`config.mk`:
```
export PLATFORM = sky130hd
export DESIGN_NAME = lc3_control
export DESIGN_NICKNAME = d
export VERILOG_FILES = /design/src/rtl/lc3_pkg.sv /design/src/rtl/lc3_branch_eval.sv /design/src/rtl/lc3_control.sv
export SDC_FILE = /design/constraint.sdc
export NUM_CORES = 1
export LEC_CHECK = 0
export BUFFER_PORTS_ARGS = -buffer_cell sky130_fd_sc_hd__buf_2
export CORE_UTILIZATION = 40
export DETAILED_ROUTE_END_ITERATION = 7
export PLACE_DENSITY = 0.68
export SYNTH_ARGS = -nofsm -noshare
export SYNTH_HDL_FRONTEND = slang
export SYNTH_SLANG_ARGS = --single-unit
```
`constraint.sdc`:
```
create_clock -name clk -period 1.3 [get_ports clk]
set_input_delay 0.13 -clock clk [delete_from_list [all_inputs] [get_ports clk]]
set_output_delay 0.13 -clock clk [all_outputs]
set_load 0.05 [all_outputs]
```
`src/rtl/lc3_pkg.sv`:
```
// lc3_pkg: opcodes, sequencer state encoding and mux-select codes
// shared by the LC-3 control unit and the datapath.
package lc3_pkg;

    typedef enum logic [3:0] {
        OP_BR   = 4'h0,
        OP_ADD  = 4'h1,
        OP_LD   = 4'h2,
        OP_ST   = 4'h3,
        OP_JSR  = 4'h4,
        OP_AND  = 4'h5,
        OP_LDR  = 4'h6,
        OP_STR  = 4'h7,
        OP_RTI  = 4'h8,
        OP_NOT  = 4'h9,
        OP_LDI  = 4'hA,
        OP_STI  = 4'hB,
        OP_JMP  = 4'hC,
        OP_RES  = 4'hD,
        OP_LEA  = 4'hE,
        OP_TRAP = 4'hF
    } opcode_e;

    typedef enum logic [4:0] {
        S_FETCH1, S_FETCH2, S_FETCH3, S_DECODE,
        S_ALU, S_LEA, S_BR, S_JMP, S_JSR1, S_JSR2,
        S_ADDR, S_RD1, S_IND, S_RD2, S_LDWB,
        S_STDATA, S_WR,
        S_TRAP1, S_TRAP2, S_TRAP3, S_TRAP4,
        S_HALT
    } state_e;

    localparam logic [1:0] PCMUX_INC   = 2'd0;
    localparam logic [1:0] PCMUX_BUS   = 2'd1;
    localparam logic [1:0] PCMUX_ADDER = 2'd2;

    localparam logic ADDR1_PC  = 1'b0;
    localparam logic ADDR1_SR1 = 1'b1;

    localparam logic [1:0] ADDR2_ZERO  = 2'd0;
    localparam logic [1:0] ADDR2_OFF6  = 2'd1;
    localparam logic [1:0] ADDR2_OFF9  = 2'd2;
    localparam logic [1:0] ADDR2_OFF11 = 2'd3;

    localparam logic MARMUX_ZEXT  = 1'b0;
    localparam logic MARMUX_ADDER = 1'b1;

    localparam logic DRMUX_IR = 1'b0;
    localparam logic DRMUX_R7 = 1'b1;

    localparam logic SR1MUX_IR11 = 1'b0;
    localparam logic SR1MUX_IR8  = 1'b1;

    localparam logic MDRMUX_BUS = 1'b0;
    localparam logic MDRMUX_MEM = 1'b1;

    localparam logic [1:0] ALUK_ADD   = 2'd0;
    localparam logic [1:0] ALUK_AND   = 2'd1;
    localparam logic [1:0] ALUK_NOT   = 2'd2;
    localparam logic [1:0] ALUK_PASSA = 2'd3;

    typedef struct packed {
        logic       ldMAR;
        logic       ldMDR;
        logic       ldIR;
        logic       ldPC;
        logic       ldReg;
        logic       flagWE;
        logic       gatePC;
        logic       gateMDR;
        logic       gateALU;
        logic       gateMARMUX;
        logic       memEN;
        logic       memWE;
        logic [1:0] pcMux;
        logic       addr1Mux;
        logic [1:0] addr2Mux;
        logic       marMux;
        logic       drMux;
        logic       sr1Mux;
        logic       mdrMux;
        logic [1:0] aluK;
        logic       halted;
    } ctrl_t;

endpackage

```
`src/rtl/lc3_branch_eval.sv`:
```
// lc3_branch_eval: BR taken decision from the IR n/z/p mask
// and the registered condition codes.
module lc3_branch_eval (
    input  logic [2:0] i_nzp,
    input  logic       i_n,
    input  logic       i_z,
    input  logic       i_p,
    output logic       o_taken
);

    assign o_taken = (i_nzp[2] & i_n) | (i_nzp[1] & i_z) | (i_nzp[0] & i_p);

endmodule

```
`src/rtl/lc3_control.sv`:
```
// lc3_control: multi-cycle LC-3 Moore sequencer driving datapath controls.
// Define LC3_TRAP_EN to execute TRAP; otherwise opcode 1111 halts.
module lc3_control
    import lc3_pkg::*;
(
    input  logic        clk,
    input  logic        reset,
    input  logic [15:0] IR,
    input  logic        N,
    input  logic        Z,
    input  logic        P,
    input  logic        memRdy,
    output logic        ldMAR,
    output logic        ldMDR,
    output logic        ldIR,
    output logic        ldPC,
    output logic        ldReg,
    output logic        flagWE,
    output logic        gatePC,
    output logic        gateMDR,
    output logic        gateALU,
    output logic        gateMARMUX,
    output logic        memEN,
    output logic        memWE,
    output logic [1:0]  pcMux,
    output logic        addr1Mux,
    output logic [1:0]  addr2Mux,
    output logic        marMux,
    output logic        drMux,
    output logic        sr1Mux,
    output logic        mdrMux,
    output logic [1:0]  aluK,
    output logic        halted
);

    state_e  r_state;
    state_e  w_next;
    opcode_e w_op;
    ctrl_t   w_ctrl;
    ctrl_t   w_out;
    logic    w_taken;
    logic    w_base;
    logic    w_unused;

    assign w_op     = opcode_e'(IR[15:12]);
    assign w_base   = (w_op == OP_LDR) || (w_op == OP_STR);
    assign w_unused = ^IR[8:0];

    lc3_branch_eval u_branch_eval (
        .i_nzp   (IR[11:9]),
        .i_n     (N),
        .i_z     (Z),
        .i_p     (P),
        .o_taken (w_taken)
    );

    // State register; reset restarts at instruction fetch
    always_ff @(posedge clk) begin
        if (reset) r_state <= S_FETCH1;
        else       r_state <= w_next;
    end

    // Next-state: sequence per opcode, memory states wait on memRdy
    always_comb begin
        w_next = r_state;
        unique case (r_state)
            S_FETCH1: w_next = S_FETCH2;
            S_FETCH2: if (memRdy) w_next = S_FETCH3;
            S_FETCH3: w_next = S_DECODE;
            S_DECODE: begin
                unique case (w_op)
                    OP_ADD, OP_AND, OP_NOT: w_next = S_ALU;
                    OP_LEA: w_next = S_LEA;
                    OP_BR:  w_next = w_taken ? S_BR : S_FETCH1;
                    OP_JMP: w_next = S_JMP;
                    OP_JSR: w_next = S_JSR1;
                    OP_LD, OP_LDR, OP_LDI,
                    OP_ST, OP_STR, OP_STI: w_next = S_ADDR;
`ifdef LC3_TRAP_EN
                    OP_TRAP: w_next = S_TRAP1;
`else
                    OP_TRAP: w_next = S_HALT;
`endif
                    default: w_next = S_HALT;
                endcase
            end
            S_ALU, S_LEA, S_BR, S_JMP,
            S_JSR2, S_LDWB, S_TRAP4: w_next = S_FETCH1;
            S_JSR1: w_next = S_JSR2;
            S_ADDR: begin
                if ((w_op == OP_LDI) || (w_op == OP_STI))
                    w_next = S_RD1;
                else if ((w_op == OP_ST) || (w_op == OP_STR))
                    w_next = S_STDATA;
                else
                    w_next = S_RD2;
            end
            S_RD1:    if (memRdy) w_next = S_IND;
            S_IND:    w_next = (w_op == OP_STI) ? S_STDATA : S_RD2;
            S_RD2:    if (memRdy) w_next = S_LDWB;
            S_STDATA: w_next = S_WR;
            S_WR:     if (memRdy) w_next = S_FETCH1;
            S_TRAP1:  w_next = S_TRAP2;
            S_TRAP2:  w_next = S_TRAP3;
            S_TRAP3:  if (memRdy) w_next = S_TRAP4;
            S_HALT:   w_next = S_HALT;
            default:  w_next = S_FETCH1;
        endcase
    end

    // Output decode from current state and IR fields
    always_comb begin
        w_ctrl = '0;
        unique case (r_state)
            S_FETCH1: begin
                w_ctrl.gatePC = 1'b1;
                w_ctrl.ldMAR  = 1'b1;
                w_ctrl.ldPC   = 1'b1;
                w_ctrl.pcMux  = PCMUX_INC;
            end
            S_FETCH2, S_RD1, S_RD2, S_TRAP3: begin
                w_ctrl.memEN  = 1'b1;
                w_ctrl.mdrMux = MDRMUX_MEM;
                w_ctrl.ldMDR  = 1'b1;
            end
            S_FETCH3: begin
                w_ctrl.gateMDR = 1'b1;
                w_ctrl.ldIR    = 1'b1;
            end
            S_ALU: begin
                w_ctrl.gateALU = 1'b1;
                w_ctrl.ldReg   = 1'b1;
                w_ctrl.flagWE  = 1'b1;
                w_ctrl.drMux   = DRMUX_IR;
                w_ctrl.sr1Mux  = SR1MUX_IR8;
                w_ctrl.aluK    = (w_op == OP_AND) ? ALUK_AND :
                                 (w_op == OP_NOT) ? ALUK_NOT : ALUK_ADD;
            end
            S_LEA: begin
                w_ctrl.gateMARMUX = 1'b1;
                w_ctrl.marMux     = MARMUX_ADDER;
                w_ctrl.addr1Mux   = ADDR1_PC;
                w_ctrl.addr2Mux   = ADDR2_OFF9;
                w_ctrl.ldReg      = 1'b1;
                w_ctrl.flagWE     = 1'b1;
            end
            S_BR: begin
                w_ctrl.ldPC     = 1'b1;
                w_ctrl.pcMux    = PCMUX_ADDER;
                w_ctrl.addr1Mux = ADDR1_PC;
                w_ctrl.addr2Mux = ADDR2_OFF9;
            end
            S_JMP: begin
                w_ctrl.ldPC     = 1'b1;
                w_ctrl.pcMux    = PCMUX_ADDER;
                w_ctrl.addr1Mux = ADDR1_SR1;
                w_ctrl.addr2Mux = ADDR2_ZERO;
                w_ctrl.sr1Mux   = SR1MUX_IR8;
            end
            S_JSR1, S_TRAP1: begin
                w_ctrl.gatePC = 1'b1;
                w_ctrl.drMux  = DRMUX_R7;
                w_ctrl.ldReg  = 1'b1;
            end
            S_JSR2: begin
                w_ctrl.ldPC  = 1'b1;
                w_ctrl.pcMux = PCMUX_ADDER;
                if (IR[11]) begin
                    w_ctrl.addr1Mux = ADDR1_PC;
                    w_ctrl.addr2Mux = ADDR2_OFF11;
                end else begin
                    w_ctrl.addr1Mux = ADDR1_SR1;
                    w_ctrl.addr2Mux = ADDR2_ZERO;
                    w_ctrl.sr1Mux   = SR1MUX_IR8;
                end
            end
            S_ADDR: begin
                w_ctrl.gateMARMUX = 1'b1;
                w_ctrl.marMux     = MARMUX_ADDER;
                w_ctrl.ldMAR      = 1'b1;
                if (w_base) begin
                    w_ctrl.addr1Mux = ADDR1_SR1;
                    w_ctrl.sr1Mux   = SR1MUX_IR8;
                    w_ctrl.addr2Mux = ADDR2_OFF6;
                end else begin
                    w_ctrl.addr1Mux = ADDR1_PC;
                    w_ctrl.addr2Mux = ADDR2_OFF9;
                end
            end
            S_IND: begin
                w_ctrl.gateMDR = 1'b1;
                w_ctrl.ldMAR   = 1'b1;
            end
            S_LDWB: begin
                w_ctrl.gateMDR = 1'b1;
                w_ctrl.ldReg   = 1'b1;
                w_ctrl.flagWE  = 1'b1;
                w_ctrl.drMux   = DRMUX_IR;
            end
            S_STDATA: begin
                w_ctrl.sr1Mux  = SR1MUX_IR11;
                w_ctrl.aluK    = ALUK_PASSA;
                w_ctrl.gateALU = 1'b1;
                w_ctrl.mdrMux  = MDRMUX_BUS;
                w_ctrl.ldMDR   = 1'b1;
            end
            S_WR: begin
                w_ctrl.memEN = 1'b1;
                w_ctrl.memWE = 1'b1;
            end
            S_TRAP2: begin
                w_ctrl.gateMARMUX = 1'b1;
                w_ctrl.marMux     = MARMUX_ZEXT;
                w_ctrl.ldMAR      = 1'b1;
            end
            S_TRAP4: begin
                w_ctrl.gateMDR = 1'b1;
                w_ctrl.ldPC    = 1'b1;
                w_ctrl.pcMux   = PCMUX_BUS;
            end
            S_HALT:   w_ctrl.halted = 1'b1;
            default:  w_ctrl = '0;
        endcase
    end

    // Reset forces every output low, even before the state register clears
    always_comb begin
        w_out = reset ? '0 : w_ctrl;
    end

    assign {ldMAR, ldMDR, ldIR, ldPC, ldReg, flagWE,
            gatePC, gateMDR, gateALU, gateMARMUX, memEN, memWE,
            pcMux, addr1Mux, addr2Mux, marMux, drMux, sr1Mux,
            mdrMux, aluK, halted} = w_out;

endmodule
```
==> run summary, run 1 <==
The number of buffers added by the clock tree synthesis step is 3. The cell type contributing the most total cell area after synthesis was dfxtp_1. For this run, the register share of the synthesized area comes to 9.06%. 46 I/O pins were placed. The number of cell rows came out at 18.

The sink count of the clock tree came out at 5. The count of placed standard cells including taps came out at 275. The synthesized netlist occupies a cell area of 0.00110 mm2. Average cell area after synthesis: 6.54 um2. For the total cell area at the placement stage, the log shows 0.00195 mm2. The count of hold-fix buffers inserted at cts was 0. The die extent in y came out at 54.6 um. Input and output buffers added on the ports amount to 36. Detailed placement ended at an HPWL of 3.71 mm. At the placement stage, the worst setup path has a slack of -0.500 ns. The library cell used as clock root buffer is clkbuf_4. Ranked by total cell area, the synthesized netlist is headed by dfxtp_1, o21ai_0, a21oi_1, nor2_1, nor3_1. The register bit total from synthesis was 5; the number of instances in the synthesized netlist was 169. The final weighted congestion in routability-driven placement is 0.985, and the proportion of netlist area held by the largest area contributor is 9.06%. For the count of cell types in the netlist, the log shows 51.

The starting density of the core was 43.4%; the maximum number of buffers from clock root to sink was 2. The last stage reached is 5_1_grt. The worst-path endpoint category is a primary output. The die is 54.6 um wide. Worst endpoint after global-route timing repair: ldMDR. The first error in the log reads "[ERROR DPL-0038] Utilization greater than 100%, impossible to legalize". The flow did not finish.

The run gives 13 as the pin count of the biggest net entering global routing. The H-tree level count came out at 1. The number of nets in the synthesized netlist is 191. Number of warning messages in the yosys log: 0.
cells in the mapped netlist, drive strengths merged:
library cell	number
xor2	2
o41ai	2
or2	4
inv	4
a211oi	2
o211ai	2
a22o	1
a21o	2
o32ai	1
nor2b	4
nand3b	2
nor3	11
o211a	1
o2111ai	1
nor3b	1
clkbuf	2
o31ai	3
nand3	3
a21oi	13
nor2	17
buf	14
dfxtp	5
a22oi	4
xnor2	1
nor4	6
or2b	5
a21bo	1
a211o	1
o21ai	17
nand2b	7
and4	1
o21bai	2
a32oi	1
a2bb2oi	2
a221oi	2
and2	4
or3	4
o22ai	2
a2111oi	1
nand2	10
mux2	1
through the flow:
stage	hold slack (ns)	setup TNS (ns)
4_1_cts	0.197	-11.26
3_5_place_dp	0.441	-10.19
3_3_place_gp	0.428	-9.19
2_1_floorplan	0.225	-3.86
kinds of logic after synthesis:
group                     Yosys count  synth area share, %
and+or+nand+nor                    79                 39.3
AOI/OAI and AO/OA                  61                 37.7
buffers and inverters              20                 10.5
DFF                                 5                 9.06
xor gates and xnor gates            3                 2.38
muxes                               1                 1.02
repair_timing:
item                       CTS
pin swaps                   22
gates cloned                 0
setup endpoints to repair   29
resized for setup          100
setup buffers               13
==> run 2: changes to the inputs <==
CORE_UTILIZATION = 25   (was 40)
PLACE_DENSITY = default   (was 0.68)
PLACE_DENSITY_LB_ADDON = 0.15   (was default)
clock period = 1.7 ns   (was 1.3 ns; I/O delays follow)
==> run summary, run 2 <==
Setup violations remaining at the end of the flow were counted as 12. The clock latency on the worst-skew pair was 0.22 ns. Post-route antenna net violation count: 0.

The logs give 51 (unchanged) for the count of cell types in the netlist and 0.889 nW for the leakage power summed over all cells. Across the routed clock network, the largest skew measured is 0.00154 ns. The die boundary width was 68.5 um (+26%).

The worst setup path is launched from a flop. Sink count of the clock tree: 5 (unchanged). Max-cap violations in this run came to 0. For the H-tree level count, the log shows 1 (unchanged).

TritonCTS built the clock tree. The setup slack after layout came out at -0.153 ns. Across all layers, the routed design uses 1588 vias.

In this run, the number of DRC markers left after iteration 0 of detailed routing was 70. The starting density of the core is 26.8% (-17 points), and the highest achievable clock rate is 540 MHz. The register bit total from synthesis was 5 (unchanged); the final instance count without filler cells was 291. For the worst setup path, the data required time is 1.53 ns.

Among all flip-flop cells after synthesis, the most frequent one is dfxtp_1. The met3 layer wire length in the routed design came out at 120 um. The number of flip-flops in the largest register came out at 5. The count of placed standard cells including taps was 276 (+0.36%); the pin count of the biggest net entering global routing was 23. The worst flop-to-flop path endpoint was r_state[1]. The cell family with the largest share of critical-path delay was flip-flops.

The slew of the pin with the lowest slew margin is 0.396 ns, and the ratio of final minimum period to clock period is 109%. The count of flip-flops with a built-in enable after synthesis was 0 (unchanged); the die extent in y was 68.5 um (+26%). The library cell used most frequently in the layout, excluding fill and tap cells, is buf_4. The count of buffers inserted at the top-level ports is 36 (unchanged). For the post-route setup TNS, the log shows -1.05 ns. In this run the worst hold path is classified as primary input to flop. The startpoint identified for the worst hold timing path is memRdy. The tree is rooted in a clkbuf_8. Total power density per cell area: 434 mW/mm2. The average cell area after synthesis was 6.54 um2 (unchanged). Global routing consumed, over all layers together, 19.9% of the routing resources. The worst register-to-register path begins at r_state[2]. The post-DP HPWL was 3.36 mm (-9.6%). The flow ran to the end, but the final reports show violations. Ranked by total cell area, the synthesized netlist is headed by dfxtp_1, o21ai_0, a21oi_1, nor2_1, nor3_1.

The proportion of netlist area held by the largest area contributor is 9.06% (unchanged). Dividing the detail-routed via count by the number of cells gives 5.46. Routed signal wires occupy layers up through met4. The capturing element of the worst setup path is memEN.

The tools report the count of nets after finishing as 264. Data on the critical path arrives at its endpoint at 1.68 ns. Traced cell by cell, the critical path runs through or2b_1, mux2_4, o22ai_4, nand2_4, a21oi_2, buf_6. The worst path buffer plus inverter count was 1. The total overflow left after global routing is 0.

Wire segments on met2 add up to 2.43 mm in the final route. The total iterations of the first detailed-routing run came out at 6. The clock-pin slew on the worst setup and hold paths is 0.04 ns, and the area added between synthesis and finish is 99.3%.

The via count of the first global-routing pass was 1463; the minimum clock period was 1.85 ns. The peak per-stage delay on the critical path was 0.39 ns. Count of hold-fix buffers inserted at cts: 0 (unchanged). The critical path in this run is classified as flop to output pin. Across the VDD grid, the largest voltage drop is 201 uV.

For the number of buffers added by the clock tree synthesis step, the log shows 3 (unchanged). The DRC violations left was 0; the register-to-register path setup slack was 0.10 ns. Setup repair after global routing could not meet its margin everywhere. The run gives 0.00110 mm2 (unchanged) as the post-synthesis instance area. The number of instances in the synthesized netlist is 169 (unchanged).

After floorplanning, the core was sized to cover 0.00412 mm2. For the sequential-to-total area share from yosys stat, the log shows 9.06% (unchanged). The number of pins with negative max-slew slack in the final report came out at 0.

Type of element capturing the critical path: an output pin. The tools report the initial antenna violation count as 0. The maximum number of buffers from clock root to sink was 2 (unchanged). Along the worst path, the maximum fanout reaches 7. Number of nets produced by synthesis: 191 (unchanged).

The fraction of final layout cells with drive strength greater than 1 came out at 60.6%. The tools report the final weighted congestion in routability-driven placement as 0.944 (-4.2%). Ranked by instance count, the synthesized netlist is headed by nor2_1, o21ai_0, a21oi_1.

By instance count, the leading cell after synthesis is nor2_1. Wires add up to 4.67 mm. The tools report the number of cell rows as 23 (+5).

More flip-flops sit in one register than any other, and that register is r_state. The share of flip-flops with an asynchronous set or reset was 0% (unchanged). After detailed routing, the wire length on met1 is 2.05 mm. In the layout the commonest cells are buf_4, buf_6, buf_2, a21oi_1, nor2_1. The largest registers in the layout are r_state: 5 flops.

The synthesized design spends more area on one cell type than any other, namely dfxtp_1. The run gives -0.0987 ns (+0.401 ns) as the worst slack at placement. The hold violation total from the final report is 0, and the first-pass GRT wire length is 7.00 mm. In this run the number of cells on the critical path is 6. The launching instance or port of the critical path was r_state[3].

Number of warning messages in the yosys log: 0 (unchanged). The run gives 46 (unchanged) as the number of ports placed on the die boundary. Among all stages on the critical path, the largest delay is contributed by dfxtp_4. The antenna diode count was 0. The die covers 0.00469 mm2. The average detailed-routed wire length per instance is 16.1 um.

Counting cells, the worst reg-to-reg path comes to 8. The checks that failed: setup timing. Measured against its own limit, the worst slew margin works out to 72.9%.
-- run 2: cell counts after synthesis --
No cell type changed its count.
-- run 2: logic make-up after synthesis --
family | count (synthesis) | synth area share, %
XOR/XNOR | 3 | 2.38
AO/OA/AOI/OAI | 61 | 37.7
flip-flops | 5 | 9.06
multiplexers | 1 | 1.02
buffers and inverters | 20 | 10.5
AND/OR/NAND/NOR | 79 | 39.3
-- run 2: final cells by class --
class / count / area [um2]
tap: 50 / 62.6
clock buffer: 4 / 45.0
sequential: 5 / 116
timing repair buffer: 84 / 766
multi-input combinational: 144 / 1190
inverter: 4 / 18.8
fill: 361 / 1910
-- run 2: per-layer routing --
layer	vias up	GRT usage, %
li1	773	-
met1	761	25.2
met2	46	36.3
met3	8	0.667
met4	0	5.47
met5	-	0
-- run 2: report_power, final --
part | switching [W] | total (W) | leakage [nW] | internal [W]
clock | 0.0000541 | 0.000215 | 0.0228 | 0.000161
combinational | 0.000334 | 0.000599 | 0.822 | 0.000264
sequential | 0.0000180 | 0.000143 | 0.0441 | 0.000125
total | 0.000406 | 0.000956 | 0.889 | 0.000550
-- run 2: worst min-delay path by stage --
stage	to	cells past startpoint
2_1_floorplan	r_state[2]	1
3_3_place_gp	r_state[2]	2
3_5_place_dp	r_state[2]	2
4_1_cts	r_state[2]	2
5_1_grt	r_state[2]	2
6_report	r_state[2]	2
-- run 2: through the flow --
stage / hold WS [ns] / util (%) / cell area (um2) / total power [W]
floorplan: 0.276 / - / 1260 / 0.000457
global placement: 0.485 / 40.7 / 1680 / 0.000600
detailed placement: 0.486 / 40.7 / 1680 / 0.000608
CTS: 0.254 / 48.3 / 1990 / 0.000905
global route: 0.271 / 53.5 / 2200 / 0.00101
finish: 0.268 / 53.5 / 2200 / 0.000956
-- run 2: repair_timing --
item                                    4_1_cts  5_1_grt
setup buffers                                 3        7
endpoints found under the setup margin       24       24
cloned                                        0        1
gates resized for setup                      68       40
pin swaps                                    13        7
No activity file was read; power rests on OpenSTA's default activity.
==> run 3: changes to the inputs <==
CAP_MARGIN = 10   (was default)
CORE_AREA = 2 2 63 65   (was default)
CORE_UTILIZATION = default   (was 25)
DIE_AREA = 0 0 65 67   (was default)
==> run summary, run 3 (synthesis gave the netlist of run 2 again) <==
The logs give 21.3% (+1.3 points) for the overall global routing resource usage and 0 (unchanged) for the hold violation total from the final report. The largest registers in the layout are r_state: 5 flops. The global route total overflow came out at 0 (unchanged). The antenna diode count was 0 (unchanged).

The run gives 1.66 ns (-0.02 ns) as the signal arrival time at the worst endpoint. In this run the critical register-to-register path is launched from r_state[3]. The number of pins with negative max-slew slack in the final report is 0 (unchanged), and the standard cell core area is 0.00361 mm2 (-12%). The final worst clock skew is 0.0000971 ns (-0.00144 ns). The count of buffers inserted at the top-level ports was 36 (unchanged); the DRC violations left was 0 (unchanged). The clock latency on the worst-skew pair was 0.22 ns (about the same). The DRC violation total after the first TritonRoute iteration was 122 (+74%).

TritonCTS built the clock tree. The tools report the sort of element at the start of the critical path as a flop. The die extent in y came out at 67 um (-2.2%).

The tools report the count of hold-fix buffers inserted at cts as 0 (unchanged). The logs give 0.939 nW (+5.6%) for the leakage power summed over all cells and 46 (unchanged) for the number of ports placed on the die boundary. The slew of the pin with the lowest slew margin was 0.375 ns (-0.0214 ns); the cell depth of the worst hold path was 2 (unchanged).

Final weighted congestion in routability-driven placement: 0.878 (-7.0%). Fill cell total of the finished layout: 305 (-16%). The flow ran to the end, but the final reports show violations. The ratio of final minimum period to clock period came out at 108% (-1.3 points). The number of max-capacitance violations reported was 0 (unchanged); the first-pass GRT wire length was 7.29 mm (+4.1%).

Number of cells on the worst reg-to-reg path: 8 (unchanged). The average detailed-routed wire length per instance was 15.8 um (-1.8%); the endpoint required time on the critical path was 1.53 ns (about the same). The endpoint identified for the worst register-to-register timing path is r_state[1]. The worst max-slew margin expressed relative to the limit was 74.4% (+1.5 points); the highest achievable clock rate was 546 MHz (+1.2%). The via count normalized by instance count is 5.56 (+1.8%). The floorplan die area is 0.00436 mm2 (-7.1%), and the initial antenna violation count is 0 (unchanged).

Total setup violations reported at the end of the flow: 17 (+5). Clock-pin slew on the worst setup and hold paths: 0.04 ns (about the same). The top cell types in the final layout, fill and taps aside, are buf_4, buf_6, buf_2, a21oi_1. The register-to-register path setup slack was 0.06 ns (-0.04 ns). Maximum number of buffers from clock root to sink: 2 (unchanged). Following the worst setup path forward leads to its endpoint at memEN. STA classifies the critical path endpoint as an output pin.

The H-tree level count is 1 (unchanged), and the total cell area at the placement stage is 0.00173 mm2 (+3.0%). The run gives -0.131 ns (+0.0220 ns) as the setup slack after layout. Class of the most critical setup path: flop to output pin. The via count of the first global-routing pass was 1532 (+4.7%). For the number of buffers added by the clock tree synthesis step, the log shows 3 (unchanged). The number of flip-flops in the largest register was 5 (unchanged); the worst hold slack after final layout was 0.288 ns (+0.0197 ns).

The overall via count from detail_route was 1645 (+3.6%). The tools report the starting density of the core as 30.6% (+3.8 points). The number of cell rows is 22 (-4.3%), and the sink count of the clock tree is 5 (unchanged). Total power density per cell area: 442 mW/mm2 (+1.8%).

The most flop-heavy register is r_state. The area occupied by multi-input gates was 0.00121 mm2 (+1.3%). The final wirelength is 4.67 mm (about the same). Setup repair after global routing could not meet its margin everywhere. The launching instance or port of the critical path is r_state[1]. The final reports fail on setup timing. The worst hold path begins at memRdy.

The run gives 23 (unchanged) as the pin count of the biggest net entering global routing. Library cell used as clock root buffer: clkbuf_8. Die boundary width: 65 um (-5.1%).

The classification of the worst-slack hold path is primary input to flop. The fraction of final layout cells with drive strength greater than 1 works out to 62.5% (+1.9 points). The minimum clock period works out to 1.83 ns (-0.0220 ns). Compared with the post-synthesis result, the final layout area differs by 107%.

The worst-path maximum fanout is 7 (unchanged). The post-DP HPWL was 3.39 mm (+1.1%); the maximum vdd ir drop was 223 uV (+11%). Post-route antenna net violation count: 0 (unchanged). Most common cell after layout, fill and taps aside: buf_4. The run gives 4 (-2) as the total iterations of the first detailed-routing run.

The post-route cell area came out at 0.00228 mm2 (+3.6%). The storage element area was 116 um2 (unchanged). The count of nets after finishing is 271 (+2.7%).
==> run 3: worst min path at each step <==
stage | endpoint | slack (ns)
global placement | r_state[2] | 0.51
finish | r_state[2] | 0.29
global route | r_state[2] | 0.30
CTS | r_state[2] | 0.28
floorplan | r_state[2] | 0.28
detailed placement | r_state[2] | 0.52
==> run 3: report_power, final <==
| part | switching (W) | internal [W] |
|---|---|---|
| combinational | 0.000347 | 0.000298 |
| clock | 0.0000628 | 0.000158 |
| sequential | 0.0000182 | 0.000125 |
| total | 0.000428 | 0.000581 |
==> run 3: critical path, cell delays in order (launching register included) <==
cell and delay (ns):
dfxtp_4 0.37, or2b_1 0.24, mux2_4 0.30, o22ai_4 0.14, nand2_4 0.09, a21oi_2 0.13, buf_6 0.17
==> run 3: area by class of cell <==
| cell class | count | share of cell area (%) |
|---|---|---|
| Tap cell | 48 | 2.63 |
| Inverter | 4 | 0.658 |
| Clock buffer | 3 | 1.81 |
| Multi-Input combinational cell | 144 | 53.0 |
| Timing Repair Buffer | 91 | 36.6 |
| Sequential cell | 5 | 5.10 |
| Clock inverter | 1 | 0.219 |
==> run 3: metal layers <==
layer	track usage [%]	routed length (um)	share of wire, %
met1	27.3	1950	42
met2	37.5	2450	52
met3	1.18	238	5.1
met4	7.45	31	0.66
met5	0	0	0
==> run 3: what timing repair did <==
| item | 4_1_cts | 5_1_grt |
|---|---|---|
| cloned | 0 | 1 |
| setup endpoints to repair | 27 | 26 |
| pin swaps | 10 | 16 |
| endpoints found under the hold margin | 0 | 0 |
| resized for setup | 73 | 37 |
| setup buffers | 4 | 6 |
==> run 3: stage by stage <==
| stage | utilization, % | instances | power [W] | worst slack (ns) | TNS [ns] |
|---|---|---|---|---|---|
| floorplan | - | 169 | 0.000457 | -0.236 | -1.05 |
| global placement | 47.9 | 281 | 0.000622 | -0.0967 | -0.771 |
| detailed placement | 47.9 | 281 | 0.000627 | -0.114 | -1.01 |
| CTS | 57.0 | 289 | 0.000933 | -0.144 | -1.19 |
| global route | 63.3 | 296 | 0.00107 | -0.192 | -2.37 |
| finish | 63.3 | 296 | 0.00101 | -0.131 | -1.04 |
